[src/rtl/mem_port_arbiter_pkg.sv]
// Shared types and constants for the two-requester memory port arbiter.
// Opcode/funct3 values are shared with the core controller.
package mem_arb_pkg;

  typedef enum logic [1:0] {
    ST_IDLE      = 2'd0,
    ST_ISSUE     = 2'd1,
    ST_READ_WAIT = 2'd2,
    ST_RESP      = 2'd3
  } arb_state_t;

  typedef enum logic {
    REQ_IF = 1'b0,
    REQ_LS = 1'b1
  } req_id_t;

  localparam logic [2:0] FUNCT3_WORD = 3'b010;

  localparam logic [6:0] OPCODE_LOAD  = 7'b0000011;
  localparam logic [6:0] OPCODE_STORE = 7'b0100011;

  localparam logic [2:0] FUNCT3_SB  = 3'b000;
  localparam logic [2:0] FUNCT3_SH  = 3'b001;
  localparam logic [2:0] FUNCT3_SW  = 3'b010;
  localparam logic [2:0] FUNCT3_LBU = 3'b100;
  localparam logic [2:0] FUNCT3_LHU = 3'b101;

  function automatic req_id_t other_req(input req_id_t id);
    return (id == REQ_IF) ? REQ_LS : REQ_IF;
  endfunction

endpackage

[src/rtl/mem_port_arbiter_if.sv]
// Bundle of requester handshakes and the shared memory port.
// Handshake: a requester raises *_req with stable fields and holds both until it sees a
// one-cycle *_gnt; read data returns later on a one-cycle *_rvalid with *_rdata.
interface mem_port_arbiter_if #(
  parameter int ADDR_W = 32,
  parameter int DATA_W = 32
);
  import mem_arb_pkg::*;

  logic              if_req;
  logic [ADDR_W-1:0] if_addr;
  logic              if_gnt;
  logic              if_rvalid;
  logic [DATA_W-1:0] if_rdata;

  logic              ls_req;
  logic              ls_we;
  logic [2:0]        ls_funct3;
  logic [ADDR_W-1:0] ls_addr;
  logic [DATA_W-1:0] ls_wdata;
  logic              ls_gnt;
  logic              ls_rvalid;
  logic [DATA_W-1:0] ls_rdata;

  logic              write_mem;
  logic [2:0]        funct3;
  logic [ADDR_W-1:0] write_address;
  logic [DATA_W-1:0] write_data;
  logic [ADDR_W-1:0] read_address;
  logic [DATA_W-1:0] read_data;

  arb_state_t        dbg_state;

  modport master (
    input  if_req, if_addr, ls_req, ls_we, ls_funct3, ls_addr, ls_wdata, read_data,
    output if_gnt, if_rvalid, if_rdata, ls_gnt, ls_rvalid, ls_rdata,
    output write_mem, funct3, write_address, write_data, read_address, dbg_state
  );

  modport slave (
    output if_req, if_addr, ls_req, ls_we, ls_funct3, ls_addr, ls_wdata, read_data,
    input  if_gnt, if_rvalid, if_rdata, ls_gnt, ls_rvalid, ls_rdata,
    input  write_mem, funct3, write_address, write_data, read_address, dbg_state
  );

endinterface

[src/rtl/mem_port_arbiter_rr_pick2.sv]
// Two-input round-robin picker: on a tie the requester that did not win last time wins.
module rr_pick2
  import mem_arb_pkg::*;
(
  input  logic    req_if_i,
  input  logic    req_ls_i,
  input  req_id_t last_i,
  output req_id_t winner_o,
  output logic    valid_o
);

  always_comb begin
    winner_o = REQ_IF;
    valid_o  = req_if_i | req_ls_i;
    if (req_if_i && req_ls_i) begin
      winner_o = other_req(last_i);
    end else if (req_ls_i) begin
      winner_o = REQ_LS;
    end
  end

endmodule

[src/rtl/mem_port_arbiter.sv]
// Serialises instruction-fetch and load/store accesses onto one memory port.
// All port outputs are registered; a read waits READ_LAT cycles before capture.
module mem_port_arbiter
  import mem_arb_pkg::*;
#(
  parameter int ADDR_W   = 32,
  parameter int DATA_W   = 32,
  parameter int READ_LAT = 1
) (
  input logic                clk,
  input logic                rst,
  mem_port_arbiter_if.master bus
);

  localparam int              CNT_W    = (READ_LAT > 1) ? $clog2(READ_LAT) : 1;
  localparam logic [CNT_W-1:0] CNT_LAST = CNT_W'(READ_LAT - 1);

  arb_state_t        state_q;
  req_id_t           last_q;
  req_id_t           owner_q;
  logic              is_store_q;
  logic [CNT_W-1:0]  cnt_q;

  logic              if_gnt_q;
  logic              if_rvalid_q;
  logic [DATA_W-1:0] if_rdata_q;
  logic              ls_gnt_q;
  logic              ls_rvalid_q;
  logic [DATA_W-1:0] ls_rdata_q;
  logic              write_mem_q;
  logic [2:0]        funct3_q;
  logic [ADDR_W-1:0] write_address_q;
  logic [DATA_W-1:0] write_data_q;
  logic [ADDR_W-1:0] read_address_q;

  req_id_t           pick_winner;
  logic              pick_valid;

  rr_pick2 u_pick (
    .req_if_i (bus.if_req),
    .req_ls_i (bus.ls_req),
    .last_i   (last_q),
    .winner_o (pick_winner),
    .valid_o  (pick_valid)
  );

  always_ff @(posedge clk) begin
    if (rst) begin
      state_q         <= ST_IDLE;
      last_q          <= REQ_IF;
      owner_q         <= REQ_IF;
      is_store_q      <= 1'b0;
      cnt_q           <= '0;
      if_gnt_q        <= 1'b0;
      if_rvalid_q     <= 1'b0;
      if_rdata_q      <= '0;
      ls_gnt_q        <= 1'b0;
      ls_rvalid_q     <= 1'b0;
      ls_rdata_q      <= '0;
      write_mem_q     <= 1'b0;
      funct3_q        <= FUNCT3_WORD;
      write_address_q <= '0;
      write_data_q    <= '0;
      read_address_q  <= '0;
    end else begin
      // Pulses last exactly one cycle unless a state below re-asserts them.
      if_gnt_q    <= 1'b0;
      ls_gnt_q    <= 1'b0;
      if_rvalid_q <= 1'b0;
      ls_rvalid_q <= 1'b0;
      write_mem_q <= 1'b0;

      case (state_q)
        ST_IDLE: begin
          if (pick_valid) begin
            state_q <= ST_ISSUE;
            last_q  <= pick_winner;
            owner_q <= pick_winner;
            if (pick_winner == REQ_IF) begin
              if_gnt_q       <= 1'b1;
              is_store_q     <= 1'b0;
              read_address_q <= bus.if_addr;
              funct3_q       <= FUNCT3_WORD;
            end else begin
              ls_gnt_q   <= 1'b1;
              is_store_q <= bus.ls_we;
              funct3_q   <= bus.ls_funct3;
              if (bus.ls_we) begin
                write_mem_q     <= 1'b1;
                write_address_q <= bus.ls_addr;
                write_data_q    <= bus.ls_wdata;
              end else begin
                read_address_q <= bus.ls_addr;
              end
            end
          end
        end

        ST_ISSUE: begin
          cnt_q   <= '0;
          state_q <= is_store_q ? ST_IDLE : ST_READ_WAIT;
        end

        ST_READ_WAIT: begin
          // Last wait cycle is cycle G+READ_LAT, when memory data is valid.
          if (cnt_q == CNT_LAST) begin
            state_q <= ST_RESP;
            if (owner_q == REQ_IF) begin
              if_rvalid_q <= 1'b1;
              if_rdata_q  <= bus.read_data;
            end else begin
              ls_rvalid_q <= 1'b1;
              ls_rdata_q  <= bus.read_data;
            end
          end else begin
            cnt_q <= cnt_q + 1'b1;
          end
        end

        ST_RESP: begin
          state_q <= ST_IDLE;
        end

        default: begin
          state_q <= ST_IDLE;
        end
      endcase
    end
  end

  assign bus.if_gnt        = if_gnt_q;
  assign bus.if_rvalid     = if_rvalid_q;
  assign bus.if_rdata      = if_rdata_q;
  assign bus.ls_gnt        = ls_gnt_q;
  assign bus.ls_rvalid     = ls_rvalid_q;
  assign bus.ls_rdata      = ls_rdata_q;
  assign bus.write_mem     = write_mem_q;
  assign bus.funct3        = funct3_q;
  assign bus.write_address = write_address_q;
  assign bus.write_data    = write_data_q;
  assign bus.read_address  = read_address_q;
  assign bus.dbg_state     = state_q;

endmodule
[src/flat_wrapper.sv]
// flat-port wrapper written by rule: the top's interface ports become plain ports
module mem_port_arbiter_flat import mem_arb_pkg::*;
#(
  parameter int ADDR_W   = 32,
  parameter int DATA_W   = 32,
  parameter int READ_LAT = 1
)
  (clk, rst, bus_if_req, bus_if_addr, bus_ls_req, bus_ls_we, bus_ls_funct3, bus_ls_addr, bus_ls_wdata, bus_read_data, bus_if_gnt, bus_if_rvalid, bus_if_rdata, bus_ls_gnt, bus_ls_rvalid, bus_ls_rdata, bus_write_mem, bus_funct3, bus_write_address, bus_write_data, bus_read_address, bus_dbg_state);
  mem_port_arbiter_if #(.ADDR_W(ADDR_W), .DATA_W(DATA_W)) bus_i ();
  input logic clk;
  input logic rst;
  input wire logic [$bits(bus_i.if_req)-1:0] bus_if_req;
  input wire logic [$bits(bus_i.if_addr)-1:0] bus_if_addr;
  input wire logic [$bits(bus_i.ls_req)-1:0] bus_ls_req;
  input wire logic [$bits(bus_i.ls_we)-1:0] bus_ls_we;
  input wire logic [$bits(bus_i.ls_funct3)-1:0] bus_ls_funct3;
  input wire logic [$bits(bus_i.ls_addr)-1:0] bus_ls_addr;
  input wire logic [$bits(bus_i.ls_wdata)-1:0] bus_ls_wdata;
  input wire logic [$bits(bus_i.read_data)-1:0] bus_read_data;
  output wire logic [$bits(bus_i.if_gnt)-1:0] bus_if_gnt;
  output wire logic [$bits(bus_i.if_rvalid)-1:0] bus_if_rvalid;
  output wire logic [$bits(bus_i.if_rdata)-1:0] bus_if_rdata;
  output wire logic [$bits(bus_i.ls_gnt)-1:0] bus_ls_gnt;
  output wire logic [$bits(bus_i.ls_rvalid)-1:0] bus_ls_rvalid;
  output wire logic [$bits(bus_i.ls_rdata)-1:0] bus_ls_rdata;
  output wire logic [$bits(bus_i.write_mem)-1:0] bus_write_mem;
  output wire logic [$bits(bus_i.funct3)-1:0] bus_funct3;
  output wire logic [$bits(bus_i.write_address)-1:0] bus_write_address;
  output wire logic [$bits(bus_i.write_data)-1:0] bus_write_data;
  output wire logic [$bits(bus_i.read_address)-1:0] bus_read_address;
  output wire logic [$bits(bus_i.dbg_state)-1:0] bus_dbg_state;
  assign bus_i.if_req = bus_if_req;
  assign bus_i.if_addr = bus_if_addr;
  assign bus_i.ls_req = bus_ls_req;
  assign bus_i.ls_we = bus_ls_we;
  assign bus_i.ls_funct3 = bus_ls_funct3;
  assign bus_i.ls_addr = bus_ls_addr;
  assign bus_i.ls_wdata = bus_ls_wdata;
  assign bus_i.read_data = bus_read_data;
  assign bus_if_gnt = bus_i.if_gnt;
  assign bus_if_rvalid = bus_i.if_rvalid;
  assign bus_if_rdata = bus_i.if_rdata;
  assign bus_ls_gnt = bus_i.ls_gnt;
  assign bus_ls_rvalid = bus_i.ls_rvalid;
  assign bus_ls_rdata = bus_i.ls_rdata;
  assign bus_write_mem = bus_i.write_mem;
  assign bus_funct3 = bus_i.funct3;
  assign bus_write_address = bus_i.write_address;
  assign bus_write_data = bus_i.write_data;
  assign bus_read_address = bus_i.read_address;
  assign bus_dbg_state = bus_i.dbg_state;
  mem_port_arbiter #(.ADDR_W(ADDR_W), .DATA_W(DATA_W), .READ_LAT(READ_LAT)) u_core (.clk(clk), .rst(rst), .bus(bus_i));
endmodule
[config.mk]
export PLATFORM = sky130hd
export DESIGN_NAME = mem_port_arbiter_flat
export DESIGN_NICKNAME = d
export VERILOG_FILES = /design/src/rtl/mem_port_arbiter_pkg.sv /design/src/rtl/mem_port_arbiter_if.sv /design/src/rtl/mem_port_arbiter_rr_pick2.sv /design/src/rtl/mem_port_arbiter.sv /design/src/flat_wrapper.sv
export SDC_FILE = /design/constraint.sdc
export NUM_CORES = 1
export LEC_CHECK = 0
export ABC_AREA = 1
export BUFFER_PORTS_ARGS = -buffer_cell sky130_fd_sc_hd__buf_2
export CAP_MARGIN = 20
export CORE_ASPECT_RATIO = 0.7
export CORE_MARGIN = 1
export CORE_UTILIZATION = 26
export CTS_BUF_LIST = sky130_fd_sc_hd__clkbuf_4 sky130_fd_sc_hd__clkbuf_8
export CTS_CLUSTER_SIZE = 14
export DETAILED_ROUTE_END_ITERATION = 16
export GPL_TIMING_DRIVEN = 0
export MAX_ROUTING_LAYER = met4
export PLACE_DENSITY_LB_ADDON = 0.2
export SLEW_MARGIN = 10
export SYNTH_ARGS = -nofsm -noshare
export SYNTH_HDL_FRONTEND = slang
export SYNTH_SLANG_ARGS = --single-unit
[constraint.sdc]
create_clock -name clk -period 2.4 [get_ports clk]
set_clock_uncertainty 0.05 [all_clocks]
set_input_delay 0.12 -clock clk [delete_from_list [all_inputs] [get_ports clk]]
set_output_delay 0.12 -clock clk [all_outputs]
set_load 0.01 [all_outputs]
==> impl_metrics.yaml, run 1 <==
clock_tree:
  cts_post_setup_buffers_inserted: 0
  cts.reportedPaths.clkPinSlew_ns: 0.10
  htree_levels: 4
  cts_buffers: 17
  ctsResizeCount: 0
  max-clock-path-buffers: 2
  ctsRootBufferMaster: "sky130_fd_sc_hd__clkbuf_8"
  cts_tree: "built"
  clk_latency_ns: 0.45
  cts.hold.buffers_added: 154
  cts.sinks: 172
pwr:
  power.static_leakage_nw: 5.36
  ir_worst_vdd_v: 0.000367
  power.density_nw_per_um2: 622
layout:
  diodes: 0
  layout.cells.most_common: "sky130_fd_sc_hd__buf_2"
  register_area_sq_um: 3440
  layout-drive-gt1-share_pct: 25.8
  multi_input_comb_area_sq_um: 2900
  n_fill_cell: 2815
  layout_common_cells: "sky130_fd_sc_hd__buf_2 (329), sky130_fd_sc_hd__nor2_1 (199), sky130_fd_sc_hd__nand2_1 (199), sky130_fd_sc_hd__dfxtp_1 (172), sky130_fd_sc_hd__dlygate4sd3_1 (154)"
  nets: 1600
  synthToLayoutAreaGrowth_pct: 55.2
critical_path:
  setup.reg_to_reg.worst_slack_ns: 0.39
  worst_ep_required_time_ns: 2.75
  path_class: "flop to flop"
  ff2ff_path_depth: 7
  highest_fanout_seen_on_the_critical_path: 10
  worst_setup_path_start_kind: "flop"
  critical_path.reg2reg.endpoint: "u_core.bus.read_address[24]"
  reg_to_reg_start: "u_core.last_q"
  worst_setup_path_end_kind: "flop"
  cp.arrival_ns: 2.37
yosys:
  yosys_register_bits: 172
  synth.yosys.seq_area_share_pct: 48.7
  synth_cell_types: 21
  yosys_warnings: 0
  synthesis.nets: 1123
  top_cell_type_by_total_area_after_synthesis: "sky130_fd_sc_hd__dfxtp_1"
  synth.area.top_cells: "sky130_fd_sc_hd__dfxtp_1 (49%), sky130_fd_sc_hd__nand2_1 (11%), sky130_fd_sc_hd__nor2_1 (11%), sky130_fd_sc_hd__nand3b_1 (6.9%), sky130_fd_sc_hd__inv_1 (5.2%)"
  synth_top_cell_area_share_pct: 48.7
  synth.cell_area_sq_um: 7070
  post_synth_inst_count: 987
  synthesis.area_per_instance_sq_um: 7.16
status:
  run_status: "finished, final reports clean"
drt:
  detail-route-antenna-nets: 0
  routedWlPerCell_um: 14.4
  dr.first_iter.drc_count: 311
  firstDrtPassIters: 5
  vias: 7766
  drcViolationCount: 0
  detail_route.vias_per_cell: 4.22
  detail_route.wirelength_um: 26500
min_path:
  hold_path_end: "u_core.bus.dbg_state[0]"
  hold_path_startpoint: "bus_ls_req"
  min_delay_path_depth: 3
  hold_path_class: "input port to flop"
floorplanning:
  num_rows: 50
  die_area_sq_um: 27900
  starting_density_of_the_core_pct: 26.5
  die-width_um: 199
  chipHeight_um: 140
  floorplan_core_area_sq_um: 26700
  io-pin-count: 306
job:
  timing.max_cap.violations: 0
placed_design:
  gpl.final_weighted_congestion: 0.833
  detailedPlacementHpwl_um: 19400
  pre_cts_ws_ns: 0.690
  io_buffers: 304
timing:
  fin_setup_tns_ns: 0
  period_minus_slack_ns: 2.01
  timing.final.setup_violations: 0
  worst_setup_slack_after_layout_ns: 0.386
  worst_slew_pin_slew_ns: 0.593
  hold_violations: 0
  final_max_slew_viol_count: 0
  maxSlewHeadroom_pct: 60.5
  fmaxAchievable_mhz: 497
  portion_of_the_clock_cycle_consumed_by_the_worst_path_in_the_final_layout_pct: 83.9
  unrepaired_setup_endpoints_after_global_routing: "false"
grt:
  globalRouteOverflowTotal: 0
  grt_pass1_vias: 7400
  groute.usage.overall_pct: 19.5
  grt_antenna_before_repair: 0
  grt_pass1_wl_um: 40600
  grt_start_max_net_pins: 17
cell type report:
class,instances,share of cell area [%]
clock inverters,13,1.27
inverters,104,3.56
plain buffers,68,3.05
multi-input cells,643,26.4
repair buffers,458,27.9
clock buffers,18,2.26
flip-flops and latches,172,31.4
well taps,364,4.15
worst max-delay path by stage:
stage | slack [ns] | end | from
final | 0.39 | u_core.bus.read_address[24] | u_core.last_q
after global routing | 0.21 | u_core.bus.read_address[10] | u_core.last_q
after CTS | 0.39 | u_core.bus.read_address[10] | u_core.last_q
after detailed placement | 0.69 | u_core.bus.write_address[25] | u_core.last_q
after global placement | 0.70 | u_core.bus.write_address[6] | u_core.last_q
after floorplan | 1.13 | u_core.bus.read_address[10] | flop
power by group:
group	internal [W]	switching [W]	leakage (nW)
clock network	0.000955	0.00116	0.196
registers	0.00308	0.000106	1.41
logic	0.000685	0.000849	3.76
Yosys cell counts:
cell type	count
sky130_fd_sc_hd__nor2_4	1
sky130_fd_sc_hd__o21ai_0	65
sky130_fd_sc_hd__nand3b_1	65
sky130_fd_sc_hd__a211oi_1	1
sky130_fd_sc_hd__clkinv_1	1
sky130_fd_sc_hd__buf_2	25
sky130_fd_sc_hd__buf_6	3
sky130_fd_sc_hd__nand2_1	199
sky130_fd_sc_hd__nor2_1	199
sky130_fd_sc_hd__inv_2	5
sky130_fd_sc_hd__nand2_2	3
sky130_fd_sc_hd__buf_4	7
sky130_fd_sc_hd__clkbuf_1	23
sky130_fd_sc_hd__nand2_4	1
sky130_fd_sc_hd__nand3_1	37
sky130_fd_sc_hd__a21oi_1	68
sky130_fd_sc_hd__nor3_1	3
sky130_fd_sc_hd__inv_1	98
sky130_fd_sc_hd__nor2_2	1
sky130_fd_sc_hd__dfxtp_1	172
sky130_fd_sc_hd__buf_1	10
through the flow:
stage | cell area (sq um) | hold WS [ns] | utilization [%] | total power, W | cells
detailed placement | 9050 | 0.279 | 33.9 | 0.00456 | 1655
finish | 11000 | 0.0663 | 41.1 | 0.00683 | 1840
global placement | 9050 | 0.283 | 33.9 | 0.00456 | 1655
global route | 11000 | 0.0807 | 41.1 | 0.00724 | 1840
floorplan | 7070 | 0.149 | - | 0.00399 | 987
CTS | 11000 | 0.0320 | 41.1 | 0.00692 | 1840
flip-flops by register name (all words and copies together), names as in the netlist, named ones only:
name	flops
u_core.bus.ls_rdata	32
u_core.bus.if_rdata	32
u_core.is_store_q	1
u_core.bus.write_address	32
u_core.bus.dbg_state	1
u_core.bus.read_address	32
u_core.bus.funct3	3
u_core.bus.if_rvalid	1
u_core.bus.if_gnt	1
u_core.bus.ls_rvalid	1
u_core.bus.ls_gnt	1
u_core.last_q	1
u_core.bus.write_mem	1
u_core.bus.write_data	32
cell families after synthesis:
| family | Yosys count | share of synthesized area, % |
|---|---|---|
| flops | 172 | 48.7 |
| buf+inv | 172 | 10.3 |
| simple gates | 509 | 31.5 |
| compound gates | 134 | 9.52 |
layer usage:
layer / up-vias / wire (um) / global-route usage, %
li1: 4010 / - / -
met1: 3522 / 12900 / 25.8
met2: 210 / 11500 / 29.3
met3: 24 / 1630 / 4.70
met4: 0 / 429 / 5.26
met5: - / 0 / -
worst max-delay path, cell delays in order, from the launching register on:
cell,delay [ns]
sky130_fd_sc_hd__dfxtp_1,0.35
sky130_fd_sc_hd__nand2_2,0.19
sky130_fd_sc_hd__clkbuf_1,0.43
sky130_fd_sc_hd__nand3_1,0.13
sky130_fd_sc_hd__nand2_1,0.09
sky130_fd_sc_hd__dlygate4sd3_1,0.55
sky130_fd_sc_hd__nor2_1,0.04
sky130_fd_sc_hd__nor2_1,0.11
(Power assumes the default switching activity.)
==> run 2, diff against run 1 <==
clock period = 1.78 ns   (was 2.4 ns; I/O delays follow)
==> impl_metrics.yaml, run 2 (synthesis gave the netlist of run 1 again) <==
critical_path:
  reg_to_reg_start: "u_core.bus.dbg_state[0]"
  worst_ep_required_time_ns: 2.13
  path_class: "input port to flop"
  highest_fanout_seen_on_the_critical_path: 10
  ff2ff_path_depth: 7
  cp.arrival_ns: 1.99
  worst_setup_path_end_kind: "flop"
  setup.reg_to_reg.worst_slack_ns: 0.21
  critical_path.reg2reg.endpoint: "u_core.bus.read_address[4]"
  worst_setup_path_start_kind: "input port"
min_path:
  hold_path_end: "u_core.bus.dbg_state[0]"
  hold_path_class: "input port to flop"
  hold_path_startpoint: "bus_ls_req"
  min_delay_path_depth: 3
drt:
  routedWlPerCell_um: 14.4
  firstDrtPassIters: 5
  vias: 7669
  drcViolationCount: 0
  dr.first_iter.drc_count: 290
  detail-route-antenna-nets: 0
  detail_route.wirelength_um: 26200
  detail_route.vias_per_cell: 4.22
floorplanning:
  io-pin-count: 306
  die-width_um: 199
  die_area_sq_um: 27900
  starting_density_of_the_core_pct: 26.5
  chipHeight_um: 140
  floorplan_core_area_sq_um: 26700
  num_rows: 50
clock_tree:
  ctsRootBufferMaster: "sky130_fd_sc_hd__clkbuf_8"
  cts_buffers: 17
  max-clock-path-buffers: 2
  cts.reportedPaths.clkPinSlew_ns: 0.09
  cts_post_setup_buffers_inserted: 0
  cts.sinks: 172
  clk_latency_ns: 0.45
  htree_levels: 4
  cts_tree: "built"
placed_design:
  gpl.final_weighted_congestion: 0.833
  numPlacedInstances: 1655
  detailedPlacementHpwl_um: 19400
  io_buffers: 304
timing:
  timing.final.setup_violations: 0
  final_max_slew_viol_count: 0
  portion_of_the_clock_cycle_consumed_by_the_worst_path_in_the_final_layout_pct: 92.6
  fin_setup_tns_ns: 0
  hold_violations: 0
  unrepaired_setup_endpoints_after_global_routing: "false"
  maxSlewHeadroom_pct: 60.2
  fmaxAchievable_mhz: 607
  period_minus_slack_ns: 1.65
  worst_slew_pin_slew_ns: 0.598
layout:
  post-route-util_pct: 40.3
  layout_common_cells: "sky130_fd_sc_hd__buf_2 (329), sky130_fd_sc_hd__nor2_1 (199), sky130_fd_sc_hd__nand2_1 (199), sky130_fd_sc_hd__dfxtp_1 (172), sky130_fd_sc_hd__dlygate4sd3_1 (133)"
  multi_input_comb_area_sq_um: 2900
  diodes: 0
  stdcell_count: 1819
  layout.cells.most_common: "sky130_fd_sc_hd__buf_2"
  register_area_sq_um: 3440
  n_fill_cell: 2836
  synthToLayoutAreaGrowth_pct: 52.3
  nets: 1579
  layout-drive-gt1-share_pct: 26.5
grt:
  grt_antenna_before_repair: 0
  groute.usage.overall_pct: 19.3
  grt_pass1_wl_um: 40200
  grt_start_max_net_pins: 17
  grt_pass1_vias: 7307
  globalRouteOverflowTotal: 0
pwr:
  ir_worst_vdd_v: 0.000499
  power.share.switching_pct: 31.0
  power.density_nw_per_um2: 849
  cell_internal_pwr_w: 0.00631
  power.sequential.fraction_pct: 46.9
  power.static_leakage_nw: 5.28
  power.combinational.fraction_pct: 21.9
  p_switching_w: 0.00284
  clock_group_share_of_total_power_pct: 31.2
job:
  timing.max_cap.violations: 0
status:
  run_status: "finished, final reports clean"
-- run 2: cell types whose count changed in the layout (fill, tap and decap cells not counted), sizes merged --
| cell | previous run | this run |
|---|---|---|
| dlygate4sd3 | 154 | 133 |
-- run 2: through the flow --
step	cell area, sq um	hold WS [ns]	power [W]	worst slack [ns]
after floorplan	7070	0.118	0.00538	0.513
after global placement	9050	0.252	0.00614	0.0831
after detailed placement	9050	0.248	0.00615	0.0700
after CTS	10800	0.000980	0.00927	0.0601
after global routing	10800	0.0497	0.00970	0.0150
final	10800	0.0371	0.00914	0.132
-- run 2: worst max-delay path by stage --
| stage | from | end | slack (ns) |
|---|---|---|---|
| 2_1_floorplan | flop | u_core.bus.read_address[10] | 0.51 |
| 3_3_place_gp | u_core.last_q | u_core.bus.write_address[6] | 0.08 |
| 3_5_place_dp | u_core.last_q | u_core.bus.write_address[25] | 0.07 |
| 4_1_cts | u_core.last_q | u_core.bus.write_address[25] | 0.06 |
| 5_1_grt | rst | u_core.bus.write_address[25] | 0.02 |
| 6_report | rst | u_core.bus.write_address[3] | 0.13 |
-- run 2: area by class of cell --
cell class,instances,area share [%]
sequential,172,32.0
multi-input combinational,643,26.9
timing repair buffer,437,26.5
tap,364,4.23
inverter,104,3.62
buffer,68,3.16
clock buffer,18,2.30
clock inverter,13,1.29
-- run 2: routing by layer --
layer | vias to the layer above | share of wire [%] | GRT usage [%]
li1 | 3967 | - | -
met2 | 207 | 43 | 28.8
met4 | 0 | 1.7 | 5.34
met1 | 3471 | 49 | 25.7
met3 | 24 | 6.3 | 4.72
met5 | - | 0 | -
-- run 2: power groups by stage --
| stage | logic [W] | clock network (W) | registers (W) |
|---|---|---|---|
| after floorplan | 0.000854 | 0 | 0.00452 |
| after global placement | 0.00177 | 0 | 0.00437 |
| after detailed placement | 0.00178 | 0 | 0.00438 |
| after CTS | 0.00202 | 0.00296 | 0.00429 |
| after global routing | 0.00224 | 0.00313 | 0.00433 |
| final | 0.00200 | 0.00285 | 0.00429 |
-- run 2: repair_timing --
action / in CTS / in global routing
gates resized for setup: 0 / 8
hold buffers: 133 / 0
setup endpoints to repair: 0 / 26
endpoints found under the hold margin: 165 / 0
-- run 2: critical path, stage by stage --
cell	delay [ns]
sky130_fd_sc_hd__dlygate4sd3_1	0.55
sky130_fd_sc_hd__buf_2	0.14
sky130_fd_sc_hd__clkinv_1	0.15
sky130_fd_sc_hd__buf_2	0.33
sky130_fd_sc_hd__buf_1	0.51
sky130_fd_sc_hd__nand2_1	0.10
sky130_fd_sc_hd__nor2_1	0.12
